===== src/rtl/sbio_pkg.sv =====
// Shared defaults for the SBIO request scheduler: pin width, message lengths
// and the payload widths derived from them.
package sbio_pkg;

    localparam int SBIO_IO_BITS           = 2;
    localparam int SBIO_TX_PAYLOAD_CYCLES = 10;
    localparam int SBIO_RX_PAYLOAD_CYCLES = 8;
    localparam int SBIO_TXB               = SBIO_IO_BITS * SBIO_TX_PAYLOAD_CYCLES;
    localparam int SBIO_RXB               = SBIO_IO_BITS * SBIO_RX_PAYLOAD_CYCLES;

    function automatic int sbio_clog2_min1(input int n);
        return (n > 1) ? $clog2(n) : 1;
    endfunction

endpackage


===== src/rtl/sbio_tag_fifo.sv =====
// In-order FIFO of requester indices for reads awaiting a response.
// Pointers wrap modulo DEPTH, so DEPTH need not be a power of two.
module sbio_tag_fifo
    import sbio_pkg::*;
#(
    parameter int WIDTH = 1,
    parameter int DEPTH = 4,
    localparam int PW   = sbio_clog2_min1(DEPTH),
    localparam int CNTW = $clog2(DEPTH + 1)
) (
    input  logic             clk,
    input  logic             reset,
    input  logic             push,
    input  logic [WIDTH-1:0] push_data,
    input  logic             pop,
    output logic [WIDTH-1:0] pop_data,
    output logic             full,
    output logic             empty,
    output logic [CNTW-1:0]  count
);

    logic [WIDTH-1:0] mem_q [DEPTH];
    logic [WIDTH-1:0] mem_d [DEPTH];
    logic [PW-1:0]    wr_ptr_q, wr_ptr_d;
    logic [PW-1:0]    rd_ptr_q, rd_ptr_d;
    logic [CNTW-1:0]  count_q, count_d;
    logic             push_ok, pop_ok;

    function automatic logic [PW-1:0] ptr_inc(input logic [PW-1:0] p);
        return (p == PW'(DEPTH - 1)) ? '0 : p + 1'b1;
    endfunction

    assign full     = (count_q == CNTW'(DEPTH));
    assign empty    = (count_q == '0);
    assign count    = count_q;
    assign pop_data = mem_q[rd_ptr_q];
    assign push_ok  = push && !full;
    assign pop_ok   = pop && !empty;

    always_comb begin
        mem_d    = mem_q;
        wr_ptr_d = wr_ptr_q;
        rd_ptr_d = rd_ptr_q;
        count_d  = count_q;
        if (push_ok) begin
            mem_d[wr_ptr_q] = push_data;
            wr_ptr_d        = ptr_inc(wr_ptr_q);
        end
        if (pop_ok) begin
            rd_ptr_d = ptr_inc(rd_ptr_q);
        end
        case ({push_ok, pop_ok})
            2'b10:   count_d = count_q + 1'b1;
            2'b01:   count_d = count_q - 1'b1;
            default: count_d = count_q;
        endcase
    end

    always_ff @(posedge clk) begin
        if (reset) begin
            for (int i = 0; i < DEPTH; i++) begin
                mem_q[i] <= '0;
            end
            wr_ptr_q <= '0;
            rd_ptr_q <= '0;
            count_q  <= '0;
        end else begin
            mem_q    <= mem_d;
            wr_ptr_q <= wr_ptr_d;
            rd_ptr_q <= rd_ptr_d;
            count_q  <= count_d;
        end
    end

endmodule


===== src/rtl/sbio_req_scheduler.sv =====
// Round-robin scheduler feeding one SBIO transmitter from several requesters,
// routing in-order read responses back to the requester that issued each read.
module sbio_req_scheduler
    import sbio_pkg::*;
#(
    parameter int IO_BITS           = SBIO_IO_BITS,
    parameter int TX_PAYLOAD_CYCLES = SBIO_TX_PAYLOAD_CYCLES,
    parameter int RX_PAYLOAD_CYCLES = SBIO_RX_PAYLOAD_CYCLES,
    parameter int NUM_REQ           = 2,
    parameter int MAX_OUTSTANDING   = 4,
    localparam int TXB = IO_BITS * TX_PAYLOAD_CYCLES,
    localparam int RXB = IO_BITS * RX_PAYLOAD_CYCLES,
    localparam int IDW = sbio_clog2_min1(NUM_REQ),
    localparam int CW  = $clog2(MAX_OUTSTANDING + 1)
) (
    input  logic                   clk,
    input  logic                   reset,
    input  logic [NUM_REQ-1:0]     req_valid,
    input  logic [NUM_REQ-1:0]     req_is_read,
    input  logic [NUM_REQ*TXB-1:0] req_payload,
    output logic [NUM_REQ-1:0]     req_ready,
    output logic                   tx_payload_valid,
    output logic [TXB-1:0]         tx_payload,
    input  logic                   tx_payload_accepted,
    input  logic                   rx_payload_received,
    input  logic [RXB-1:0]         rx_payload,
    output logic [NUM_REQ-1:0]     resp_valid,
    output logic [RXB-1:0]         resp_payload,
    output logic [CW-1:0]          outstanding,
    output logic                   err_unexpected
);

    logic [IDW-1:0]     rr_ptr_q, rr_ptr_d;
    logic [NUM_REQ-1:0] resp_valid_q, resp_valid_d;
    logic [RXB-1:0]     resp_payload_q, resp_payload_d;
    logic               err_q, err_d;

    logic [NUM_REQ-1:0] eligible;
    logic               any_elig;
    logic [IDW-1:0]     winner;
    logic               accept, push, pop;
    logic               fifo_full, fifo_empty;
    logic [IDW-1:0]     head_idx;
    logic [CW-1:0]      fifo_count;

    // Scan from highest offset down so the lowest offset from rr_ptr wins.
    always_comb begin
        logic [IDW-1:0] idx;
        idx      = '0;
        eligible = req_valid & (~req_is_read | {NUM_REQ{~fifo_full}});
        any_elig = 1'b0;
        winner   = '0;
        for (int k = NUM_REQ - 1; k >= 0; k--) begin
            idx = IDW'((int'(rr_ptr_q) + k) % NUM_REQ);
            if (eligible[idx]) begin
                any_elig = 1'b1;
                winner   = idx;
            end
        end
    end

    assign tx_payload_valid = any_elig && !reset;
    assign tx_payload       = req_payload[winner*TXB +: TXB];
    assign accept           = tx_payload_valid && tx_payload_accepted;
    assign req_ready        = accept ? (NUM_REQ'(1) << winner) : '0;
    assign push             = accept && req_is_read[winner];
    assign pop              = rx_payload_received && !fifo_empty;

    always_comb begin
        rr_ptr_d = rr_ptr_q;
        if (accept) begin
            rr_ptr_d = (winner == IDW'(NUM_REQ - 1)) ? '0 : winner + 1'b1;
        end
        resp_valid_d   = pop ? (NUM_REQ'(1) << head_idx) : '0;
        resp_payload_d = pop ? rx_payload : resp_payload_q;
        // A read pushed in the same cycle cannot satisfy this response.
        err_d          = err_q | (rx_payload_received && fifo_empty);
    end

    always_ff @(posedge clk) begin
        if (reset) begin
            rr_ptr_q       <= '0;
            resp_valid_q   <= '0;
            resp_payload_q <= '0;
            err_q          <= 1'b0;
        end else begin
            rr_ptr_q       <= rr_ptr_d;
            resp_valid_q   <= resp_valid_d;
            resp_payload_q <= resp_payload_d;
            err_q          <= err_d;
        end
    end

    sbio_tag_fifo #(
        .WIDTH (IDW),
        .DEPTH (MAX_OUTSTANDING)
    ) u_tag_fifo (
        .clk       (clk),
        .reset     (reset),
        .push      (push),
        .push_data (winner),
        .pop       (pop),
        .pop_data  (head_idx),
        .full      (fifo_full),
        .empty     (fifo_empty),
        .count     (fifo_count)
    );

    assign outstanding    = fifo_count;
    assign resp_valid     = resp_valid_q;
    assign resp_payload   = resp_payload_q;
    assign err_unexpected = err_q;

endmodule


===== config.mk =====
export PLATFORM = sky130hd
export DESIGN_NAME = sbio_req_scheduler
export DESIGN_NICKNAME = d
export VERILOG_FILES = /design/src/rtl/sbio_pkg.sv /design/src/rtl/sbio_tag_fifo.sv /design/src/rtl/sbio_req_scheduler.sv
export SDC_FILE = /design/constraint.sdc
export NUM_CORES = 1
export LEC_CHECK = 0
export CAP_MARGIN = 40
export CORE_ASPECT_RATIO = 1.4
export CORE_UTILIZATION = 31
export DETAILED_ROUTE_END_ITERATION = 8
export GPL_ROUTABILITY_DRIVEN = 0
export PLACE_DENSITY = 0.68
export SLEW_MARGIN = 10
export SYNTH_ARGS = -nofsm -noshare
export SYNTH_HDL_FRONTEND = slang
export SYNTH_SLANG_ARGS = --single-unit

===== constraint.sdc =====
create_clock -name clk -period 2.7 [get_ports clk]
set_input_delay 0.54 -clock clk [delete_from_list [all_inputs] [get_ports clk]]
set_output_delay 0.54 -clock clk [all_outputs]
set_load 0.1 [all_outputs]

==> impl_metrics.csv, run 1 <==
group,metric,value,unit
worst_setup_path,end_kind,"output pin",
clock_network,cts_tree,"done",
timing,skew,0.00668,ns
layout,design_area,3250,um2
synthesis,yosysSeqAreaShare,0.375,
status,outcome,"finished clean",
layout,multiInputGateArea,1000,um2
layout,drive_above_1_share,0.340,
layout,area_growth,96.3,%
timing,slew_violations,0,
synthesis,synth_ff_type,"dfxtp_1",
floorplan,core,5160,um2
global_routing,grt_pass1_wl,7.40,mm
worst_setup_path,crit_chain,"clkdlybuf4s50_1 > nor2b_4 > nand2_2 > nand3_4 > clkbuf_16 > mux2_2 > buf_12",
worst_setup_path,crit_path_top_delay_cell,"clkdlybuf4s50_1",
layout,seq_area,624,um2
synthesis,avgSynthCellArea,9.05,um2
layout,nets,376,
floorplan,rows,31,
global_routing,grt_max_degree,33,
global_routing,overflow,0,
routing,dr.first_iter.drc_count,55,
routing,firstDrtPassIters,4,
routing,wl_per_cell,12.2,um
routing,drc,0,
clock_network,clk_latency,0.27,ns
synthesis,syn_area,1660,um2
power,peakVddDrop,0.236,mV
routing,vias,1732,
clock_network,hold_buffers,0,
floorplan,die_area,5640,um2
global_routing,antenna_found_initial,0,
clock_network,clk_pin_slew,0.06,ns
floorplan,fp.dieH,88.5,um
global_routing,grt.total_usage,0.165,
power,power_density,646,nW/um2
worst_setup_path,crit_fanout,10,
layout,final_common_cell,"clkdlybuf4s50_1",
synthesis,synth.distinct_cells,37,
synthesis,syn_nets,254,
timing,max_slew_margin,0.675,
clock_network,cts.sink_count,31,
clock_network,cts_buffer_depth,2,
timing,min_period,2.64,ns
clock_network,clockRootBuffer,"clkbuf_8",
worst_setup_path,path_delay_family,"buffers and inverters",
synthesis,synthArstFlopShare,0,
worst_setup_path,regToRegSetupSlack,0.40,ns
worst_setup_path,critical_path_class,"in2out",
placement,port_buffers,108,
routing,wl,4.56,mm
placement,hpwl,3.59,mm
worst_setup_path,path_buf_inv,3,
worst_hold_path,hp-class,"reg2reg",
power,p_leak,1.31,nW
timing,fin_crit_sh,0.979,
timing,finalHoldViolations,0,
placement,place_inst,361,
worst_setup_path,startpoint_type,"primary input",
layout,final_cell_mix,"63 x clkdlybuf4s50_1, 36 x nand2_1, 35 x buf_4",
synthesis,syn_inst,183,
layout,layoutNonFillerInstCount,372,
worst_setup_path,critPathRequiredTime,2.16,ns
timing,setup_viol,0,
floorplan,dieWidth,63.8,um
synthesis,yosysWarnings,0,
layout,diodes,0,
synthesis,ys_ff_latch,31,
timing,fmax,0.378,GHz
timing,worstMarginPinSlew,0.488,ns
placement,postPlaceCellArea,3080,um2
flow_run,max-cap-violations,0,
routing,vias_per_cell,4.66,
synthesis,synth-edff-count,0,
clock_network,htree_num_levels,2,
floorplan,io_pins,109,
layout,fill_cells,427,
routing,detail-route-antenna-nets,0,
floorplan,start_util,0.321,
global_routing,grt_pass1_vias,1703,
clock_network,numCtsBuffers,5,
worst_setup_path,cp.arrival,2.10,ns
worst_setup_path,max_stage_delay,0.49,ns
==> worst paths after layout <==
kind | endpoint | from | cells after the start
max | tx_payload[4] | req_valid[0] | 7
max reg2reg | u_tag_fifo.count[2] | u_tag_fifo.count[2] | 9
min reg2reg | resp_payload[13] | resp_payload[13] | 2
min | resp_payload[13] | resp_payload[13] | 2
==> timing repair <==
action	4_1_cts	5_1_grt
resized for setup	2	2
cloned	0	1
hold endpoints to repair	0	0
setup endpoints to repair	20	20
setup buffers	0	2
==> registers in the layout, summed over array words and instances (netlist names) <==
register             cells
u_tag_fifo.rd_ptr_q      2
u_tag_fifo.mem_q         4
err_unexpected           1
u_tag_fifo.wr_ptr_q      2
rr_ptr_q                 1
resp_valid               2
resp_payload            16
u_tag_fifo.count         3
==> metal layers <==
| metal | vias to the layer above | global-route usage | share of wire |
|---|---|---|---|
| met5 | - | 0 | 0 |
| met4 | 0 | 0.0579 | 0.0086 |
| met3 | 2 | 0.0554 | 0.088 |
| met2 | 80 | 0.315 | 0.56 |
| met1 | 774 | 0.166 | 0.35 |
| li1 | 876 | - | - |
==> kinds of logic (layout without fill, tap and decap cells) <==
kind of cell,Yosys count,count (layout),share of synthesized area
mux,25,25,0.174
fa+ha+maj,7,7,0.0574
xor+xnor,2,2,0.0106
buf+inv,15,138,0.0438
simple gates,67,67,0.203
compound gates,36,36,0.137
flops,31,31,0.375
==> per-stage QoR <==
step,setup TNS [ns],setup slack (ns),power [W],utilization,hold slack [ns]
after floorplan,0,0.0736,0.00128,-,0.449
after global placement,-1.64,-0.0831,0.00164,0.596,0.443
after detailed placement,-2.03,-0.106,0.00165,0.596,0.447
after CTS,0,0.0278,0.00211,0.621,0.457
after global routing,-0.00996,-0.00996,0.00220,0.630,0.473
final,0,0.0557,0.00210,0.630,0.455
==> synth_stat cells, types with 2 or more instances <==
cell type,n,area share
a21oi_1,23,0.069
buf_6,2,0.014
clkbuf_1,4,0.0091
dfxtp_1,31,0.37
ha_1,6,0.045
inv_1,6,0.014
mux2_2,20,0.14
mux2i_1,4,0.024
nand2_1,37,0.084
nand2b_1,4,0.015
nand3_1,2,0.0060
nand4bb_1,2,0.014
nor2_1,9,0.020
nor3_1,4,0.012
o21ai_0,3,0.0091
o21ai_1,4,0.012
xor2_1,2,0.011
==> report_power, final <==
group          total (W)  internal [W]  leakage [nW]  switching, W
registers       0.000551      0.000508         0.253     0.0000421
logic            0.00109      0.000373         0.992      0.000716
clock network   0.000462      0.000298        0.0612      0.000164
==> layout make-up <==
class,instances,share of cell area
repair buffers,123,0.430
multi-input cells,137,0.308
flip-flops and latches,31,0.192
clock buffers,6,0.0254
well taps,66,0.0254
clock inverters,2,0.0108
inverters,7,0.00808
==> worst reg2reg max path: cells and delay by family, from the launching register on <==
kind / cells / cell delay, ns
adder cells (fa/ha/maj): 2 / 0.54
XOR/XNOR: 1 / 0.16
flip-flops: 1 / 0.40
AO/OA/AOI/OAI: 1 / 0.13
buffers and inverters: 1 / 0.05
AND/OR/NAND/NOR: 4 / 0.95
Note: power is estimated with default switching activity, not from simulation.
==> inputs of run 2 (changes only) <==
--- a/config.mk
+++ b/config.mk
@@ -10,7 +10,7 @@
 export CORE_UTILIZATION = 31
 export DETAILED_ROUTE_END_ITERATION = 8
 export GPL_ROUTABILITY_DRIVEN = 0
-export PLACE_DENSITY = 0.68
+export PLACE_DENSITY = 0.7
 export SLEW_MARGIN = 10
 export SYNTH_ARGS = -nofsm -noshare
 export SYNTH_HDL_FRONTEND = slang
==> run 2 against run 1 <==
Net effect:
- maximum frequency rose by 0.22%
- worst setup slack gained 0.0058 ns
- sequential cell count is the same
- non-clock buffer count is 1 higher
- clock skew fell by 0.0012 ns
- critical endpoint is now tx_payload[7]
- largest cell class unchanged
==> impl_metrics.csv, run 2 (same netlist as run 1, synthesis figures left out) <==
group,metric,value,unit
status,outcome,"finished clean",
layout,largest_register_ff_count,16,
floorplan,dieWidth,63.8,um
global_routing,antenna_found_initial,0,
timing,finalHoldViolations,0,
clock_network,cts_buffer_depth,2,
timing,min_period,2.64,ns
placement,postPlaceCellArea,3080,um2
routing,dr.first_iter.drc_count,77,
global_routing,grt_pass1_vias,1691,
clock_network,cts.sink_count,31,
power,p_sw,0.000930,W
clock_network,clk_latency,0.28,ns
power,p_clk_frac,0.223,
timing,worstMarginPinSlew,0.516,ns
routing,detail-route-antenna-nets,0,
layout,layoutNonFillerInstCount,373,
global_routing,met1_usage,0.159,
timing,fmax,0.379,GHz
floorplan,io_pins,109,
placement,place_inst,362,
clock_network,clockRootBuffer,"clkbuf_8",
layout,area_growth,96.1,%
power,p_comb_frac,0.516,
global_routing,grt.total_usage,0.166,
layout,design_area,3250,um2
timing,fin_crit_sh,0.977,
floorplan,fp.dieH,88.5,um
placement,port_buffers,108,
layout,nets,377,
clock_network,clk_pin_slew,0.06,ns
worst_hold_path,min_from,"resp_payload[11]",
flow_run,max-cap-violations,0,
routing,firstDrtPassIters,4,
timing,setup_viol,0,
worst_setup_path,crit_path_top_delay_cell,"clkdlybuf4s50_1",
global_routing,grt_max_degree,33,
worst_setup_path,startpoint_type,"primary input",
power,switching_share,0.441,
routing,vias,1770,
floorplan,core,5160,um2
layout,diodes,0,
global_routing,use_met2,0.315,
placement,post-place-ws,-0.121,ns
worst_setup_path,crit_fanout,11,
worst_setup_path,critical_path_class,"in2out",
layout,final_common_cell,"clkdlybuf4s50_1",
global_routing,grt.met3_usage,0.0554,
worst_setup_path,critPathRequiredTime,2.16,ns
clock_network,htree_num_levels,2,
power,power_density,649,nW/um2
floorplan,start_util,0.321,
floorplan,rows,31,
floorplan,die_area,5640,um2
worst_setup_path,max_stage_delay,0.48,ns
timing,max_slew_margin,0.656,
power,peakVddDrop,0.256,mV
worst_setup_path,end_kind,"output pin",
global_routing,grt_pass1_wl,7.27,mm
timing,slew_violations,0,
routing,vias_per_cell,4.75,
layout,final_cell_mix,"63 x clkdlybuf4s50_1, 37 x nand2_1, 36 x buf_4",
power,p_leak,1.31,nW
clock_network,cts_tree,"done",
global_routing,grt_busiest_layer,"met2",
clock_network,numCtsBuffers,5,
placement,hpwl,3.57,mm
worst_hold_path,hp-class,"reg2reg",
routing,wl_per_cell,12.5,um
layout,fill_cells,439,
routing,wl,4.64,mm
clock_network,hold_buffers,0,
global_routing,overflow,0,
power,p_int,0.00118,W
worst_setup_path,crit_chain,"clkdlybuf4s50_1 > nand4bb_1 > nand3_2 > clkbuf_16 > mux2_2 > buf_12",
layout,drive_above_1_share,0.339,
worst_setup_path,reg2reg_from,"u_tag_fifo.count[2]",
power,sequentialPowerShare,0.261,
worst_setup_path,cp.arrival,2.10,ns
worst_setup_path,critPathLaunch,"req_is_read[1]",
routing,drc,0,
timing,fin_ws,0.0616,ns
timing,skew,0.00546,ns
-- run 2: changes by cell type in the layout (fill, tap and decap cells not counted), sizes merged --
cell / change
buf: +1
-- run 2: worst max-delay path, delay by kind of cell --
kind          cells  cell delay, ns
mux               1            0.36
simple gates      2            0.36
buf+inv           3            0.83
-- run 2: layout make-up --
cell class	count	area [um2]	share of cell area
inverters	7	26.3	0.00809
multi-input cells	137	992	0.305
flip-flops and latches	31	624	0.192
clock inverters	2	35.0	0.0108
repair buffers	124	1410	0.433
clock buffers	6	82.6	0.0254
well taps	66	82.6	0.0254
-- run 2: power groups by stage --
stage	clock network [W]	logic (W)	registers, W
6_report	0.000470	0.00109	0.000551
3_5_place_dp	0	0.00108	0.000561
5_1_grt	0.000506	0.00114	0.000558
4_1_cts	0.000489	0.00109	0.000552
3_3_place_gp	0	0.00108	0.000559
2_1_floorplan	0	0.000429	0.000855
-- run 2: stage by stage --
stage	util	hold WS, ns	power [W]	TNS (ns)
after global routing	0.630	0.477	0.00220	-0.00404
after detailed placement	0.598	0.447	0.00164	-2.40
after floorplan	-	0.449	0.00128	0
final	0.630	0.456	0.00211	0
after CTS	0.622	0.457	0.00213	0
after global placement	0.598	0.442	0.00163	-2.07
-- run 2: repair_timing --
item	in CTS	in global routing
pin swaps	0	1
endpoints found under the setup margin	20	20
cloned	0	1
setup buffers	0	2
resized for setup	2	0
-- run 2: worst paths after layout --
| kind | endpoint | slack [ns] | cells after the start |
|---|---|---|---|
| setup / recovery | tx_payload[7] | 0.06 | 6 |
| hold / removal | resp_payload[11] | 0.46 | 2 |
| setup reg to reg | u_tag_fifo.count[2] | 0.37 | 9 |
| hold reg to reg | resp_payload[11] | 0.46 | 2 |
-- run 2: per-layer routing --
metal  vias up  wire length (um)
li1        877                 -
met1       813              1660
met2        74              2550
met3         6               362
met4         0                67
met5         -                 0
==> inputs of run 3 (changes only) <==
--- a/config.mk
+++ b/config.mk
@@ -5,8 +5,10 @@
 export SDC_FILE = /design/constraint.sdc
 export NUM_CORES = 1
 export LEC_CHECK = 0
+export ABC_CLOCK_PERIOD_IN_PS = 2700
 export CAP_MARGIN = 40
 export CORE_ASPECT_RATIO = 1.4
+export CORE_MARGIN = 8
 export CORE_UTILIZATION = 31
 export DETAILED_ROUTE_END_ITERATION = 8
 export GPL_ROUTABILITY_DRIVEN = 0
==> run 3 against run 2 <==
Net effect:
- non-clock buffer count is 3 lower
- clock-buffer cell count stayed put
- sequential cell count stayed put
- via count is 0.73% lower
- final cell count is 0.80% lower
- critical path depth is 1 higher
- first-iteration DRC count is 26% higher
- final area is 0.19% higher
==> impl_metrics.csv, run 3 (same netlist as run 1, synthesis figures left out) <==
group,metric,value,unit
status,outcome,"finished clean",
clock_network,htree_num_levels,2,
layout,diodes,0,
clock_network,clk_latency,0.28,ns
worst_hold_path,hp-class,"reg2reg",
power,peakVddDrop,0.286,mV
timing,max_slew_margin,0.671,
clock_network,numCtsBuffers,5,
timing,rsz0062_at_grt,"no",
layout,largest_register_ff_count,16,
flow_run,max-cap-violations,0,
placement,postPlaceCellArea,3070,um2
clock_network,clockRootBuffer,"clkbuf_8",
clock_network,cts_buffer_depth,2,
global_routing,grt.total_usage,0.132,
power,p_sw,0.000934,W
global_routing,grt_max_degree,33,
routing,firstDrtPassIters,4,
worst_setup_path,regToRegSetupSlack,0.36,ns
floorplan,start_util,0.321,
timing,finalHoldViolations,0,
timing,skew,0.00401,ns
clock_network,hold_buffers,0,
power,power_density,650,nW/um2
power,p_leak,1.30,nW
worst_setup_path,startpoint_type,"primary input",
power,switching_share,0.441,
worst_setup_path,cp.arrival,2.09,ns
timing,worstMarginPinSlew,0.494,ns
worst_setup_path,critical_path_class,"in2out",
timing,min_period,2.63,ns
floorplan,fp.dieH,102,um
layout,final_common_cell,"clkdlybuf4s50_1",
placement,port_buffers,108,
clock_network,cts.sink_count,31,
floorplan,dieWidth,77.8,um
floorplan,rows,31,
power,sequentialPowerShare,0.262,
layout,drive_above_1_share,0.339,
layout,nets,374,
global_routing,antenna_found_initial,0,
layout,area_growth,96.5,%
floorplan,io_pins,109,
routing,detail-route-antenna-nets,0,
clock_network,clk_pin_slew,0.07,ns
routing,dr.first_iter.drc_count,97,
clock_network,cts_tree,"done",
worst_setup_path,crit_fanout,11,
routing,drc,0,
worst_setup_path,end_kind,"output pin",
timing,setup_viol,0,
power,p_clk_frac,0.219,
worst_setup_path,critPathRequiredTime,2.16,ns
power,p_int,0.00118,W
global_routing,grt_pass1_wl,8.49,mm
placement,hpwl,4.35,mm
routing,wl_per_cell,14.8,um
timing,whs,0.455,ns
routing,vias_per_cell,4.75,
floorplan,die_area,7970,um2
layout,design_area,3260,um2
timing,fin_crit_sh,0.975,
timing,slew_violations,0,
global_routing,overflow,0,
timing,fmax,0.380,GHz
layout,final_cell_mix,"63 x clkdlybuf4s50_1, 36 x nand2_1, 33 x buf_4",
routing,wl,5.46,mm
power,p_comb_frac,0.519,
global_routing,grt_pass1_vias,1849,
routing,vias,1757,
floorplan,core,5160,um2
-- run 3: layer usage --
metal | vias to the layer above | global-route usage | routed length (um)
li1 | 869 | - | -
met2 | 78 | 0.250 | 2900
met5 | - | 0 | 0
met3 | 4 | 0.0803 | 692
met4 | 0 | 0.0510 | 64
met1 | 806 | 0.106 | 1800
-- run 3: power groups by stage --
stage               logic (W)  registers, W  clock network (W)
floorplan            0.000429      0.000855                  0
finish                0.00110      0.000553           0.000464
CTS                   0.00110      0.000552           0.000473
global route          0.00115      0.000560           0.000493
global placement      0.00108      0.000560                  0
detailed placement    0.00109      0.000562                  0
-- run 3: final cells by class --
type | instances | area (um2)
clock buffer | 6 | 82.6
tap | 66 | 82.6
multi-input combinational | 137 | 1020
inverter | 7 | 26.3
sequential | 31 | 624
timing repair buffer | 121 | 1390
clock inverter | 2 | 35.0
fill | 445 | 1900
-- run 3: final timing paths --
kind	start	depth (start not counted)	end
min	resp_payload[8]	2	resp_payload[8]
min reg2reg	resp_payload[8]	2	resp_payload[8]
max reg2reg	u_tag_fifo.count[2]	9	u_tag_fifo.count[2]
max	req_valid[0]	7	tx_payload[3]
-- run 3: worst max-delay path, stage by stage --
cell and delay, ns:
clkdlybuf4s50_1 0.50, nor2b_4 0.17, nand2_2 0.09, nand3_4 0.11
buf_12 0.14, mux2_2 0.36, buf_12 0.17
-- run 3: metrics by stage --
step | worst slack (ns) | power, W | instances | utilization | TNS [ns]
floorplan | 0.0736 | 0.00128 | 183 | - | 0
global placement | -0.107 | 0.00164 | 360 | 0.595 | -2.12
detailed placement | -0.135 | 0.00165 | 360 | 0.595 | -2.68
CTS | 0.0203 | 0.00213 | 370 | 0.626 | 0
global route | 0.00492 | 0.00220 | 370 | 0.631 | 0
finish | 0.0667 | 0.00212 | 370 | 0.631 | 0
-- run 3: timing repair --
action	4_1_cts	5_1_grt
endpoints found under the setup margin	20	20
buffers inserted	1	0
gates resized for setup	3	3
pin swaps	0	1
cloned	1	0
